--- config.mk ---
export PLATFORM = sky130hd
export DESIGN_NAME = pattern_matcher
export DESIGN_NICKNAME = d
export VERILOG_FILES = /design/src/rtl/pattern_matcher.sv
export SDC_FILE = /design/constraint.sdc
export NUM_CORES = 1
export LEC_CHECK = 0
export BUFFER_PORTS_ARGS = -buffer_cell sky130_fd_sc_hd__buf_4
export CORE_MARGIN = 4
export CORE_UTILIZATION = 40
export CTS_CLUSTER_DIAMETER = 30
export DETAILED_ROUTE_END_ITERATION = 10
export GPL_TIMING_DRIVEN = 1
export HOLD_SLACK_MARGIN = 0.05
export PLACE_DENSITY = 0.56
export SYNTH_ARGS = -nofsm -noshare
export SYNTH_HDL_FRONTEND = slang
export SYNTH_SLANG_ARGS = --single-unit
--- constraint.sdc ---
create_clock -name clk -period 6.2 [get_ports clk]
set_input_delay 0.31 -clock clk [delete_from_list [all_inputs] [get_ports clk]]
set_output_delay 0.31 -clock clk [all_outputs]
set_load 0.02 [all_outputs]
--- src/rtl/pattern_matcher.sv ---
// Brute-force string matcher: scans a text ROM for every alignment where the pattern ROM matches,
// with run-time pattern length, text length, start offset and overlap mode.
module pattern_matcher #(
    parameter int DATA_W  = 8,
    parameter int PAT_AW  = 3,
    parameter int TEXT_AW = 14,
    parameter int CNT_W   = 8
) (
    input  logic               clk,
    input  logic               rst,
    input  logic               start,
    input  logic               overlap,
    input  logic [PAT_AW:0]    pat_len,
    input  logic [TEXT_AW:0]   text_len,
    input  logic [TEXT_AW-1:0] text_base,
    output logic [TEXT_AW-1:0] text_addr,
    input  logic [DATA_W-1:0]  text_data,
    output logic [PAT_AW-1:0]  pat_addr,
    input  logic [DATA_W-1:0]  pat_data,
    output logic               busy,
    output logic               done,
    output logic               match_pulse,
    output logic [CNT_W-1:0]   match_count,
    output logic               found,
    output logic [TEXT_AW-1:0] first_pos
);

    localparam int IW = TEXT_AW + 1;
    localparam int EW = TEXT_AW + 2;

    typedef enum logic [1:0] {S_IDLE, S_FETCH, S_CMP, S_DONE} state_e;

    state_e               state_q, state_d;
    logic [TEXT_AW:0]     i_q, i_d;
    logic [PAT_AW:0]      j_q, j_d;
    logic                 overlap_q, overlap_d;
    logic [PAT_AW:0]      pat_len_q, pat_len_d;
    logic [TEXT_AW:0]     text_len_q, text_len_d;
    logic [CNT_W-1:0]     count_q, count_d;
    logic                 found_q, found_d;
    logic [TEXT_AW-1:0]   first_q, first_d;
    logic [TEXT_AW-1:0]   text_addr_q;
    logic [PAT_AW-1:0]    pat_addr_q;
    logic [TEXT_AW:0]     addr_sum;
    logic                 hit;
    logic                 advance;

    always_comb begin
        // NOTE: every signal assigned here gets a default first, so no path can infer a latch.
        state_d    = state_q;
        i_d        = i_q;
        j_d        = j_q;
        overlap_d  = overlap_q;
        pat_len_d  = pat_len_q;
        text_len_d = text_len_q;
        count_d    = count_q;
        found_d    = found_q;
        first_d    = first_q;
        hit        = 1'b0;
        advance    = 1'b0;

        unique case (state_q)
            S_IDLE: begin
                if (start) begin
                    overlap_d  = overlap;
                    pat_len_d  = pat_len;
                    text_len_d = text_len;
                    i_d        = IW'(text_base);
                    j_d        = '0;
                    count_d    = '0;
                    found_d    = 1'b0;
                    first_d    = '0;
                    if (pat_len == '0 || EW'(text_base) + EW'(pat_len) > EW'(text_len))
                        state_d = S_DONE;
                    else
                        state_d = S_FETCH;
                end
            end
            S_FETCH: state_d = S_CMP;
            S_CMP: begin
                if (text_data != pat_data) begin
                    j_d     = '0;
                    i_d     = i_q + IW'(1);
                    advance = 1'b1;
                end else if (j_q != pat_len_q - 1'b1) begin
                    j_d     = j_q + 1'b1;
                    state_d = S_FETCH;
                end else begin
                    hit     = 1'b1;
                    count_d = (&count_q) ? count_q : count_q + 1'b1;
                    if (!found_q) begin
                        found_d = 1'b1;
                        first_d = TEXT_AW'(i_q);
                    end
                    j_d     = '0;
                    i_d     = overlap_q ? i_q + IW'(1) : i_q + IW'(pat_len_q);
                    advance = 1'b1;
                end
                // The next alignment must leave room for the whole pattern inside the text.
                if (advance)
                    state_d = (EW'(i_d) + EW'(pat_len_q) > EW'(text_len_q)) ? S_DONE : S_FETCH;
            end
            S_DONE: state_d = S_IDLE;
            default: state_d = S_IDLE;
        endcase
    end

    // ROM addresses are registered from the next-state alignment so they are stable in FETCH.
    assign addr_sum = i_d + IW'(j_d);

    always_ff @(posedge clk or negedge rst) begin
        // NOTE: state registers use non-blocking assignments so every flop samples pre-edge values.
        if (!rst) begin
            state_q     <= S_IDLE;
            i_q         <= '0;
            j_q         <= '0;
            overlap_q   <= 1'b0;
            pat_len_q   <= '0;
            text_len_q  <= '0;
            count_q     <= '0;
            found_q     <= 1'b0;
            first_q     <= '0;
            text_addr_q <= '0;
            pat_addr_q  <= '0;
        end else begin
            state_q     <= state_d;
            i_q         <= i_d;
            j_q         <= j_d;
            overlap_q   <= overlap_d;
            pat_len_q   <= pat_len_d;
            text_len_q  <= text_len_d;
            count_q     <= count_d;
            found_q     <= found_d;
            first_q     <= first_d;
            text_addr_q <= TEXT_AW'(addr_sum);
            pat_addr_q  <= PAT_AW'(j_d);
        end
    end

    assign text_addr   = text_addr_q;
    assign pat_addr    = pat_addr_q;
    assign busy        = (state_q == S_FETCH) || (state_q == S_CMP);
    assign done        = (state_q == S_DONE);
    assign match_pulse = hit;
    assign match_count = count_q;
    assign found       = found_q;
    assign first_pos   = first_q;

endmodule

==> impl_metrics.py <==
metrics = {
    "clocking": {
        "clockRootBuffer": "clkbuf_16",
        "clkSinkCount": 78,
        "cts-resized-gates": 0,
        "clk_path_buf_depth": 2,
        "postCtsSetupRepairBufs": 0,
        "ctsHtreeMaxLevel": 3,
        "cts_tree": "done",
        "clk_pin_slew_ns": 0.06,
        "cts_made_buffers": 9,
        "ctsHoldBuffers": 0,
        "clock_latency_ns": 0.34,
    },
    "global_route": {
        "antenna_found_initial": 0,
        "grt_pass1_wl_mm": 28.9,
        "track_usage_pct": 20.5,
        "grt_pass1_vias": 5411,
        "grt.overflow.total": 0,
        "grt_max_degree": 79,
    },
    "detailed_routing": {
        "avgRoutedWirePerCell_um": 18.7,
        "wl_met2_mm": 7.91,
        "wl_met3_um": 971,
        "dr.pass1.iters": 6,
        "drtIter0Drc": 363,
        "routed.top_layer": "met4",
        "via_count": 5376,
        "drt-total-wl_mm": 18.0,
        "final_antenna_net_count": 0,
        "drt-met1-wl_mm": 8.75,
        "via_per_inst": 5.58,
        "drc": 0,
    },
    "placement": {
        "dp_cells": 949,
        "globalplace.congestion": 0.890,
        "io_buffer_count": 95,
        "dp_hpwl_mm": 14.0,
    },
    "logic_synthesis": {
        "ys_warn_count": 0,
        "async_reset_ff_share_pct": 100,
        "synthDistinctLibCells": 85,
        "syn_area_mm2": 0.00623,
        "syn-num-nets": 805,
        "yosysSeqAreaShare_pct": 31.3,
        "avgSynthCellArea_um2": 8.97,
        "synth_edf_count": 0,
        "ys_seq_elements": 78,
        "synth_ff_type": "dfrtp_1",
        "synthCells": 694,
    },
    "power": {
        "pwr-share-seq_pct": 26.4,
        "p_int_mw": 1.95,
        "ir_drop_mv": 0.212,
        "comb_power_share_pct": 59.2,
        "p_leak_nw": 3.39,
        "swShare_pct": 48.0,
        "switchingPower_mw": 1.80,
        "p_clk_share_pct": 14.4,
        "power_density_mw_per_mm2": 510,
    },
    "timing": {
        "setup_viol": 0,
        "hold_viol_final": 0,
        "tns_ns": 0,
        "fmax_mhz": 199,
        "skew_ns": 0.00675,
        "finalCriticalPeriod_ns": 5.01,
        "finalMaxSlewViolations": 0,
        "rsz0062_at_grt": "false",
        "relSlewSlack_pct": 23.9,
        "tightest_slew_ns": 1.14,
        "finalCritPeriodShare_pct": 80.9,
    },
    "setup_path": {
        "r2r-end": "state_q[1]",
        "endpoint_kind": "flop",
        "arrival_ns": 5.23,
        "crit_type": "flop to flop",
        "r2r_setup_slack_ns": 1.19,
        "start_kind": "flop",
        "r2r_start": "pat_len_q[1]",
        "r2r_cells": 21,
        "cp_max_fo": 10,
        "cp_data_required_time_ns": 6.42,
    },
    "final_layout": {
        "antennaDiodeCount": 0,
        "n_fill_cell": 1490,
        "multiInputGateArea_mm2": 0.00393,
        "final_layout_size_suffix_gt1_share_pct": 20.4,
        "register_area_mm2": 0.00195,
        "syn_to_final_growth_pct": 18.2,
        "layout.cells.non_filler": 964,
        "fin_nets": 883,
    },
    "die": {
        "die_y_um": 133,
        "dieArea_mm2": 0.0176,
        "core_area_mm2": 0.0152,
        "die_w_um": 133,
        "pin_count": 96,
        "rows": 45,
        "start_util_pct": 41.0,
    },
    "outcome": {
        "status": "complete, no violations",
    },
    "worst_hold_path": {
        "hold_class": "primary input to async pin",
    },
    "run": {
        "max-cap-violations": 0,
    },
}
## synthesized netlist by cell type (4+ instances only)
library cell | n | area, um^2
nand4_1 | 20 | 125
a21oi_1 | 23 | 115
and4_1 | 4 | 35.0
nor2b_1 | 7 | 43.8
ha_1 | 54 | 676
xnor2_2 | 4 | 65.1
buf_2 | 4 | 20.0
fa_1 | 4 | 80.1
clkbuf_1 | 23 | 86.3
nand2_1 | 74 | 278
nor2_1 | 41 | 154
o31ai_1 | 7 | 52.6
mux2i_1 | 12 | 120
inv_1 | 55 | 206
o21ai_0 | 47 | 235
dfrtp_1 | 78 | 1950
o21a_1 | 11 | 82.6
nand2b_1 | 5 | 31.3
and2_1 | 4 | 25.0
o211ai_1 | 4 | 30.0
xor2_1 | 20 | 175
o221ai_1 | 4 | 35.0
mux2_2 | 12 | 135
nor3_1 | 17 | 85.1
a211oi_1 | 4 | 30.0
a21o_1 | 10 | 75.1
xnor2_1 | 39 | 342
a31oi_1 | 4 | 25.0
nand3_1 | 19 | 95.1
## registers in the layout, summed over array words and instances, names as in the netlist, 4 cells and up
name	cells
i_q	15
text_addr	14
pat_len_q	4
match_count	8
text_len_q	15
first_pos	14
## layer usage
| metal | track usage [%] | up-vias |
|---|---|---|
| li1 | - | 2628 |
| met1 | 29.5 | 2563 |
| met2 | 31.2 | 165 |
| met3 | 4.33 | 20 |
| met4 | 6.06 | 0 |
| met5 | 0 | - |
## metrics by stage
| step | power, mW | util, % | cell area [um^2] | setup WS (ns) | hold slack (ns) |
|---|---|---|---|---|---|
| floorplan | 2.51 | - | 6230 | 1.89 | 0.0144 |
| global placement | 3.18 | 46.5 | 7060 | 1.47 | 0.464 |
| detailed placement | 3.21 | 46.5 | 7060 | 1.20 | 0.475 |
| CTS | 3.78 | 48.4 | 7360 | 1.19 | 0.195 |
| global route | 4.07 | 48.4 | 7360 | 0.807 | 0.214 |
| finish | 3.75 | 48.4 | 7360 | 1.19 | 0.121 |
## worst max-delay path by stage
stage	start	endpoint	slack, ns
2_1_floorplan	pat_len_q[1]	state_q[1]	1.89
3_3_place_gp	pat_len_q[1]	state_q[1]	1.47
3_5_place_dp	pat_len_q[1]	state_q[1]	1.20
4_1_cts	pat_len_q[1]	state_q[1]	1.19
5_1_grt	pat_len_q[1]	state_q[1]	0.81
6_report	pat_len_q[1]	state_q[1]	1.19
## critical path, stage by stage, from the launching register on
cell	delay [ns]
dfrtp_1	0.43
inv_1	0.18
ha_1	0.27
xor2_1	0.18
nand3_2	0.16
or2_1	0.38
nand2_1	0.26
o21a_1	0.16
o21ai_0	0.07
a31oi_1	0.30
ha_1	0.32
a21oi_1	0.15
nand2_1	0.10
a21oi_1	0.25
nor2b_4	0.07
and4_4	0.19
nand4_1	0.12
xor2_1	0.17
ha_1	0.28
a2111oi_0	0.50
a41o_1	0.25
o211ai_1	0.09
## cell families (layout without fill, tap and decap cells)
logic type	Yosys count	in the layout	synth area share (%)
simple gates	221	221	18.2
compound gates	161	161	18.6
buf+inv	87	169	5.63
flops	78	78	31.3
xor+xnor	65	65	9.97
fa+ha+maj	58	58	12.1
mux	24	24	4.10
## cells in the final DEF, fill, tap and decap left out, drive strengths merged, types with 10 or more instances in the layout
cell type	netlist	routed
o21ai	50	50
dfrtp	78	78
nor2	43	43
nand2	75	75
mux2	12	12
inv	55	56
ha	54	54
nand4	22	22
buf	9	99
xnor2	43	43
nand3	21	21
a21o	10	10
a21oi	25	25
xor2	21	21
mux2i	12	12
o21a	11	11
nor3	19	19
## power by group through the flow
| stage | registers, mW | logic (mW) | clock network [mW] |
|---|---|---|---|
| after floorplan | 0.968 | 1.54 | 0 |
| after global placement | 0.988 | 2.19 | 0 |
| after detailed placement | 0.995 | 2.22 | 0 |
| after CTS | 0.989 | 2.23 | 0.558 |
| after global routing | 1.03 | 2.47 | 0.576 |
| final | 0.990 | 2.22 | 0.539 |
## area by class of cell
type	count	area share, %
tap	188	3.20
clock buffer	9	3.06
timing repair buffer	99	10.1
multi-input combinational	529	53.3
sequential	78	26.5
inverter	55	2.81
clock inverter	6	0.986
(Power assumes the default switching activity.)
